### src/rtl/pattern_sequencer.sv
// pattern_sequencer: walks the pattern buffers at {bufp, fieldp}, presents each
// field byte on a valid/ready stream and pulses done at the end of the walk.
// Optional feature macro: PATSEQ_BYTE_COUNT_EN adds a saturating byte_count output.
//
// Handshake: data_out/data_valid are registered. A byte transfers on a rising
// edge where data_valid=1 and data_ready=1. Once data_valid rises, data_out is
// held unchanged until that transfer, or until halt/rst clears data_valid.
// Pointer-to-data latency is one cycle (FETCH registers field_byte).
module pattern_sequencer #(
  parameter int buffer_size  = 32,
  parameter int buffer_width = 8,
  parameter int num_buffers  = 8
) (
  input  logic                    clk,
  input  logic                    rst,
  input  logic                    start,
  input  logic                    halt,
  input  logic [4:0]              last_field,
  input  logic [2:0]              last_buf,
  input  logic                    loop,
  input  logic [buffer_width-1:0] field_byte,
  input  logic                    data_ready,
  output logic [2:0]              bufp,
  output logic [4:0]              fieldp,
  output logic                    incbufp,
  output logic                    incfieldp,
  output logic [buffer_width-1:0] data_out,
  output logic                    data_valid,
  output logic                    busy,
  output logic                    done,
  output logic [2:0]              state_dbg
`ifdef PATSEQ_BYTE_COUNT_EN
  ,
  output logic [15:0]             byte_count
`endif
);

  typedef enum logic [2:0] {
    S_IDLE    = 3'd0,
    S_FETCH   = 3'd1,
    S_PRESENT = 3'd2,
    S_ADVBUF  = 3'd3,
    S_DONE    = 3'd4
  } state_e;

  // Largest legal indices; requested limits above these are clamped at start.
  localparam logic [4:0] MAX_FIELD = 5'(buffer_size - 1);
  localparam logic [2:0] MAX_BUF   = 3'(num_buffers - 1);

  state_e                  state_q, state_d;
  logic [2:0]              bufp_q, bufp_d;
  logic [4:0]              fieldp_q, fieldp_d;
  logic [4:0]              last_field_q, last_field_d;
  logic [2:0]              last_buf_q, last_buf_d;
  logic [buffer_width-1:0] data_out_q, data_out_d;
  logic                    data_valid_q, data_valid_d;
  logic                    incbufp_q, incbufp_d;
  logic                    incfieldp_q, incfieldp_d;
  logic                    handshake;
  logic                    field_more;
  logic                    buf_more;
`ifdef PATSEQ_BYTE_COUNT_EN
  logic [15:0]             byte_count_q, byte_count_d;
`endif

  // Transfer qualifier and end-of-buffer / end-of-sequence decisions.
  always_comb begin
    handshake  = (state_q == S_PRESENT) && data_valid_q && data_ready && !halt;
    field_more = (fieldp_q < last_field_q);
    buf_more   = (bufp_q < last_buf_q) || loop;
  end

  // State register.
  always_ff @(posedge clk or posedge rst) begin
    if (rst) state_q <= S_IDLE;
    else     state_q <= state_d;
  end

  // Next-state logic; halt overrides every other transition.
  always_comb begin
    state_d = state_q;
    if (halt) begin
      state_d = S_IDLE;
    end else begin
      case (state_q)
        S_IDLE:    if (start) state_d = S_FETCH;
        S_FETCH:   state_d = S_PRESENT;
        S_PRESENT: begin
          if (handshake) begin
            if (field_more)    state_d = S_FETCH;
            else if (buf_more) state_d = S_ADVBUF;
            else               state_d = S_DONE;
          end
        end
        S_ADVBUF:  state_d = S_FETCH;
        S_DONE:    state_d = S_IDLE;
        default:   state_d = S_IDLE;
      endcase
    end
  end

  // FSM outputs decoded from the current state.
  always_comb begin
    busy      = (state_q != S_IDLE);
    done      = (state_q == S_DONE);
    state_dbg = state_q;
  end

  // Datapath next values: limits, pointers, presented byte and pulses.
  always_comb begin
    bufp_d       = bufp_q;
    fieldp_d     = fieldp_q;
    last_field_d = last_field_q;
    last_buf_d   = last_buf_q;
    data_out_d   = data_out_q;
    data_valid_d = data_valid_q;
    incbufp_d    = 1'b0;
    incfieldp_d  = 1'b0;
`ifdef PATSEQ_BYTE_COUNT_EN
    byte_count_d = byte_count_q;
`endif
    if (halt) begin
      data_valid_d = 1'b0;
    end else begin
      case (state_q)
        S_IDLE: begin
          if (start) begin
            last_field_d = (last_field > MAX_FIELD) ? MAX_FIELD : last_field;
            last_buf_d   = (last_buf > MAX_BUF) ? MAX_BUF : last_buf;
            bufp_d       = 3'd0;
            fieldp_d     = 5'd0;
`ifdef PATSEQ_BYTE_COUNT_EN
            byte_count_d = 16'd0;
`endif
          end
        end
        S_FETCH: begin
          data_out_d   = field_byte;
          data_valid_d = 1'b1;
        end
        S_PRESENT: begin
          if (handshake) begin
            data_valid_d = 1'b0;
`ifdef PATSEQ_BYTE_COUNT_EN
            if (byte_count_q != 16'hFFFF) byte_count_d = byte_count_q + 16'd1;
`endif
            if (field_more) begin
              fieldp_d    = fieldp_q + 5'd1;
              incfieldp_d = 1'b1;
            end else if (buf_more) begin
              fieldp_d = 5'd0;
            end
          end
        end
        S_ADVBUF: begin
          bufp_d    = (bufp_q == last_buf_q) ? 3'd0 : bufp_q + 3'd1;
          incbufp_d = 1'b1;
        end
        default: ;
      endcase
    end
  end

  // Datapath registers; reset clears every visible output immediately.
  always_ff @(posedge clk or posedge rst) begin
    if (rst) begin
      bufp_q       <= 3'd0;
      fieldp_q     <= 5'd0;
      last_field_q <= 5'd0;
      last_buf_q   <= 3'd0;
      data_out_q   <= '0;
      data_valid_q <= 1'b0;
      incbufp_q    <= 1'b0;
      incfieldp_q  <= 1'b0;
    end else begin
      bufp_q       <= bufp_d;
      fieldp_q     <= fieldp_d;
      last_field_q <= last_field_d;
      last_buf_q   <= last_buf_d;
      data_out_q   <= data_out_d;
      data_valid_q <= data_valid_d;
      incbufp_q    <= incbufp_d;
      incfieldp_q  <= incfieldp_d;
    end
  end

`ifdef PATSEQ_BYTE_COUNT_EN
  // Saturating count of transferred bytes since the last accepted start.
  always_ff @(posedge clk or posedge rst) begin
    if (rst) byte_count_q <= 16'd0;
    else     byte_count_q <= byte_count_d;
  end

  assign byte_count = byte_count_q;
`endif

  assign bufp       = bufp_q;
  assign fieldp     = fieldp_q;
  assign incbufp    = incbufp_q;
  assign incfieldp  = incfieldp_q;
  assign data_out   = data_out_q;
  assign data_valid = data_valid_q;

endmodule

### config.mk
export PLATFORM = sky130hd
export DESIGN_NAME = pattern_sequencer
export DESIGN_NICKNAME = d
export VERILOG_FILES = /design/src/rtl/pattern_sequencer.sv
export SDC_FILE = /design/constraint.sdc
export NUM_CORES = 1
export LEC_CHECK = 0
export CAP_MARGIN = 40
export CORE_ASPECT_RATIO = 0.9
export CORE_MARGIN = 10
export CORE_UTILIZATION = 46
export CTS_CLUSTER_DIAMETER = 120
export DETAILED_ROUTE_END_ITERATION = 10
export GPL_ROUTABILITY_DRIVEN = 0
export GPL_TIMING_DRIVEN = 0
export PLACE_DENSITY = 0.89
export SYNTH_ARGS = -nofsm -noshare
export SYNTH_HDL_FRONTEND = slang
export SYNTH_SLANG_ARGS = --single-unit
### constraint.sdc
create_clock -name clk -period 2.1 [get_ports clk]
set_input_delay 0.315 -clock clk [delete_from_list [all_inputs] [get_ports clk]]
set_output_delay 0.315 -clock clk [all_outputs]
set_load 0.03 [all_outputs]
Word-level counts from Yosys, hierarchy flattened
Cells that the tools add are included.

word-level totals
  input port bits = 22
  register bits after elaboration = 30
  word-level logic and storage cells = 67
  output and inout port bits = 24

operators by class
  add/subtract/negate cells = 2
  magnitude comparators = 4
  equal/unequal tests = 10
  bitwise logic cells = 1
  muxes and demuxes = 25
  reduce and logical (&&, ||, !) cells = 16

operator list
  operator             count
  $mux 5               5
  $mux 3               8
  $pmux 3 s4           1
  $pmux 5 s2           1
  $ne 3x3->1 const B   3
  $mux 1               8
  $eq 3x2->1 const B   2
  $pmux 3 s2           1
  $reduce_and 2->1     3
  $reduce_and 3->1     2
  $reduce_bool 3->1    2
  $add 5x1->5 const B  1
  $gt 5x5->1 const B   1
  $lt 5x5->1           1
  $reduce_and 5->1     1
  $ne 2x2->1 const B   2
  $reduce_bool 2->1    2
  $add 3x1->3 const B  1
  $eq 3x1->1 const B   1
  $eq 3x3->1           1
  $eq 3x3->1 const B   1
  $gt 3x3->1 const B   1
  $logic_and 1x1->1    3
  $logic_not 3->1      1
  5 further kinds      5

Longest topological paths before layout
  depth after elaboration = 7
  depth in mapped cells = 8
  mapped depth without buffers = 8

Worst setup path before layout
Ideal clock, no wire load.

  path kind = register to register
  start point = register fieldp_q[2] (netlist: fieldp[2])
  end point = register fieldp_q[4] (netlist: fieldp[4])
  stages on the path, launching flop included = 7
  setup slack = 84 ps
  data arrival time = 1892 ps
  library setup time = 124 ps
  buffers on the path = 0
  period minus slack after synthesis = 2016 ps
  required time = 1976 ps
  cells stage by stage = dfrtp_1 ha_1 a21o_1 a31oi_4 o21ai_2 a31o_2 a211o_1

between the ends
  cells in the longest elaborated chain, start to end = 4
  elaborated cells between the ends (all ways) = 7
  those cells by class = 1 x add/sub; 1 x order compare; 1 x eq/ne; 3 x mux; 1 x reduce/logical

ends and longest elaborated chain
  element                                           line     source
  start: declaration                                52       logic [4:0] fieldp_q, fieldp_d;
  start signal: assignment                          177      fieldp_q <= fieldp_d;
  $add 5x1->5 / $lt 5x5->1 (equally long branches)  148, 69
  $mux 5                                            147      if (field_more) begin
  $mux 5                                            142      if (handshake) begin
  $pmux 5 s2                                        125      case (state_q)

Several ways; a longest one is shown, not always the timed one. The select of a mux whose other input is x is not followed.
A chain may end at the register's enable or synchronous reset.

Final worst setup path
  start point = register fieldp_q[2] (netlist: fieldp[2])
  end point = register fieldp_q[3] (netlist: fieldp[3])

Same word-level chain as after synthesis.

==> metrics.cfg <==
[run_status]
status=finished, final reports clean

[placement]
port_buffers=44
dp_hpwl_um=2930
dpl_cell_area_um2=2060

[route]
first_pass_iters=4
viasPerCell=5.27
dr.first_iter.drc_count=100
avgRoutedWirePerCell_um=17.0
num_vias=1207
drc_errors=0
routed_wl_um=3900
drtAntennaViolNets=0

[sta]
holdWs_ns=0.344
post-route-period-util=0.919
worstMarginPinSlew_ns=0.479
rsz0062_at_grt=no
fin_skew_ns=0.00359
setup_viol=0
finalHoldViolCount=0
final_max_slew_viol_count=0
slew_headroom=0.680
tns_ns=0
finalCriticalPeriod_ns=1.93
fmax_ghz=0.518

[floorplan]
start_util=0.490
core_area_um2=3140
pin_count=46
dieArea_um2=6060
dieWidth_um=80.9
rows=19
die_h_um=74.8

[critical_path]
cp_slowest_stage_delay_ns=0.47
critPathSlowestCell=dfrtp_2
path_class=reg2reg
critPathMaxFanout=7
cpLargestDelayFamily=compound AO/OA/AOI/OAI gates
path_buf_inv=0
cp-end-kind=register
arrival_ns=2.10
critPathRequiredTime_ns=2.27
critical_path.cell_chain=ha_4 -> a21o_1 -> a31oi_4 -> o21ai_2 -> a31o_2 -> a211o_1
setup.worst_path.start_class=register

[yosys]
synth_seq_cells=30
ys_types=35
synth_warnings=0
syn_nets=165
syn_inst=134
avgSynthCellArea_um2=11.5
syn_area_um2=1540
ys_seq_area_frac=0.489

[power]
switching_share=0.312
ir_drop_v=0.000493
power_density_nw_per_um2=861
intPower_w=0.00129
p_seq_frac=0.391
p_sw_w=0.000585
clock_power_share=0.304
combPwrFrac=0.305
leakagePower_nw=1.03

[clock_tree]
cts_root_buf=clkbuf_8
holdBufCountCts=0
cts.sinks=30
cts_setup_buffers=0
clk_latency_ns=0.28
clk_pin_slew_ns=0.07
cts_buffers=5
cts_max_path_buffers=2
h-tree-depth=2
tritoncts=built

[grt]
grt_max_degree=22
grt_pass1_wl_um=6640
grt_antenna_before_repair=0
grt_util_all_layers=0.142
grt_pass1_vias=1354
grt_overflow_total=0

[cells_and_area]
final_common_cell=clkdlybuf4s50_1
num_antenna_cells=0
final_core_util=0.695
fin_area_um2=2180
syn_to_final_growth_pct=41.9
fillers=233
fin_nets=217
final_cell_mix=clkdlybuf4s50_1 (42), dfrtp_1 (29), inv_1 (11), mux2_1 (10)
final_layout_size_suffix_gt1_frac=0.171

[run]
cap_viol_max_count=0

[worst_hold_path]
hold_class=in2async

registers in the layout (all words and copies together) (netlist names):
name / count
data_valid: 1
data_out: 8
state_dbg: 3
last_field_q: 5
last_buf_q: 3
bufp: 3
incbufp: 1
incfieldp: 1
fieldp: 5
path summary, 6_finish.rpt:
check / start / slack, ns / end / cells after the start
max in group asynchronous: rst / 1.28 / fieldp[2]$_DFFE_PP0P_ / 3
min in group clk: halt / 0.37 / data_valid$_DFFE_PP0P_ / 2
worst max-delay path: fieldp[2]$_DFFE_PP0P_ / 0.17 / fieldp[3]$_DFFE_PP0P_ / 6
worst min register to register: data_out[0]$_DFFE_PP0P_ / 0.49 / data_out[0]$_DFFE_PP0P_ / 1
worst min-delay path: rst / 0.34 / data_out[2]$_DFFE_PP0P_ / 2
worst max register to register: fieldp[2]$_DFFE_PP0P_ / 0.17 / fieldp[3]$_DFFE_PP0P_ / 6
cell families (layout without fill, tap and decap cells):
group,count (synthesis),after routing,synth area share
mux,17,17,0.125
fa+ha+maj,9,9,0.0733
buf+inv,16,69,0.0423
flops,30,30,0.489
simple gates,39,39,0.156
compound gates,23,23,0.115
through the flow:
stage / power [W] / std cells / setup WS [ns]
after floorplan: 0.00107 / 134 / 0.0838
after global placement: 0.00127 / 220 / 0.146
after detailed placement: 0.00131 / 221 / 0.0671
after CTS: 0.00189 / 229 / 0.0401
after global routing: 0.00198 / 229 / 0.0703
final: 0.00188 / 229 / 0.170
timing repair:
item,CTS,global route
endpoints found under the setup margin,1,4
resized for setup,1,3
hold endpoints to repair,0,0
worst reg2reg max path: stages (launching register included):
cell and delay, ns:
dfrtp_2 0.47, ha_4 0.27, a21o_1 0.18, a31oi_4 0.19, o21ai_2 0.11, a31o_2 0.29
a211o_1 0.30
cells in the mapped netlist, drive strengths merged:
| master | number | area (um^2) |
|---|---|---|
| a21o | 2 | 15.0 |
| o31ai | 1 | 7.51 |
| nand2b | 5 | 38.8 |
| ha | 9 | 113 |
| a31o | 1 | 8.76 |
| a211o | 3 | 26.3 |
| buf | 4 | 20.0 |
| a22o | 2 | 17.5 |
| o21ai | 5 | 28.8 |
| nor2b | 1 | 6.26 |
| and2 | 1 | 6.26 |
| mux2 | 17 | 191 |
| nor4 | 1 | 21.3 |
| and3 | 3 | 18.8 |
| nand3 | 4 | 20.0 |
| dfrtp | 30 | 751 |
| a21oi | 5 | 25.0 |
| inv | 12 | 45.0 |
| nand3b | 1 | 11.3 |
| nand4 | 1 | 6.26 |
| a31oi | 2 | 27.5 |
| nor3 | 8 | 56.3 |
| or3 | 1 | 6.26 |
| a211oi | 1 | 7.51 |
| nand2 | 8 | 30.0 |
| nor2 | 5 | 18.8 |
| o211ai | 1 | 12.5 |
power groups by stage:
stage	logic [W]	registers [W]	clock network, W
after global placement	0.000539	0.000735	0
after floorplan	0.000213	0.000858	0
after CTS	0.000577	0.000735	0.000580
final	0.000573	0.000734	0.000570
after detailed placement	0.000566	0.000742	0
after global routing	0.000618	0.000746	0.000612
layout make-up:
class	instances	area, um^2	area share
repair buffers	45	469	0.215
well taps	42	52.6	0.0241
multi-input cells	88	733	0.336
plain buffers	4	20.0	0.00918
clock buffers	5	68.8	0.0316
clock inverters	3	40.0	0.0184
flip-flops and latches	30	752	0.345
inverters	12	45.0	0.0207
per-layer routing:
metal  global-route usage  part of all wire  vias up
li1                     -                 -      579
met1                0.156              0.39      583
met2                0.245              0.52       39
met3               0.0607             0.075        6
met4               0.0461             0.015        0
met5                    0                 0        -
Power figures use the tool's default switching activity.
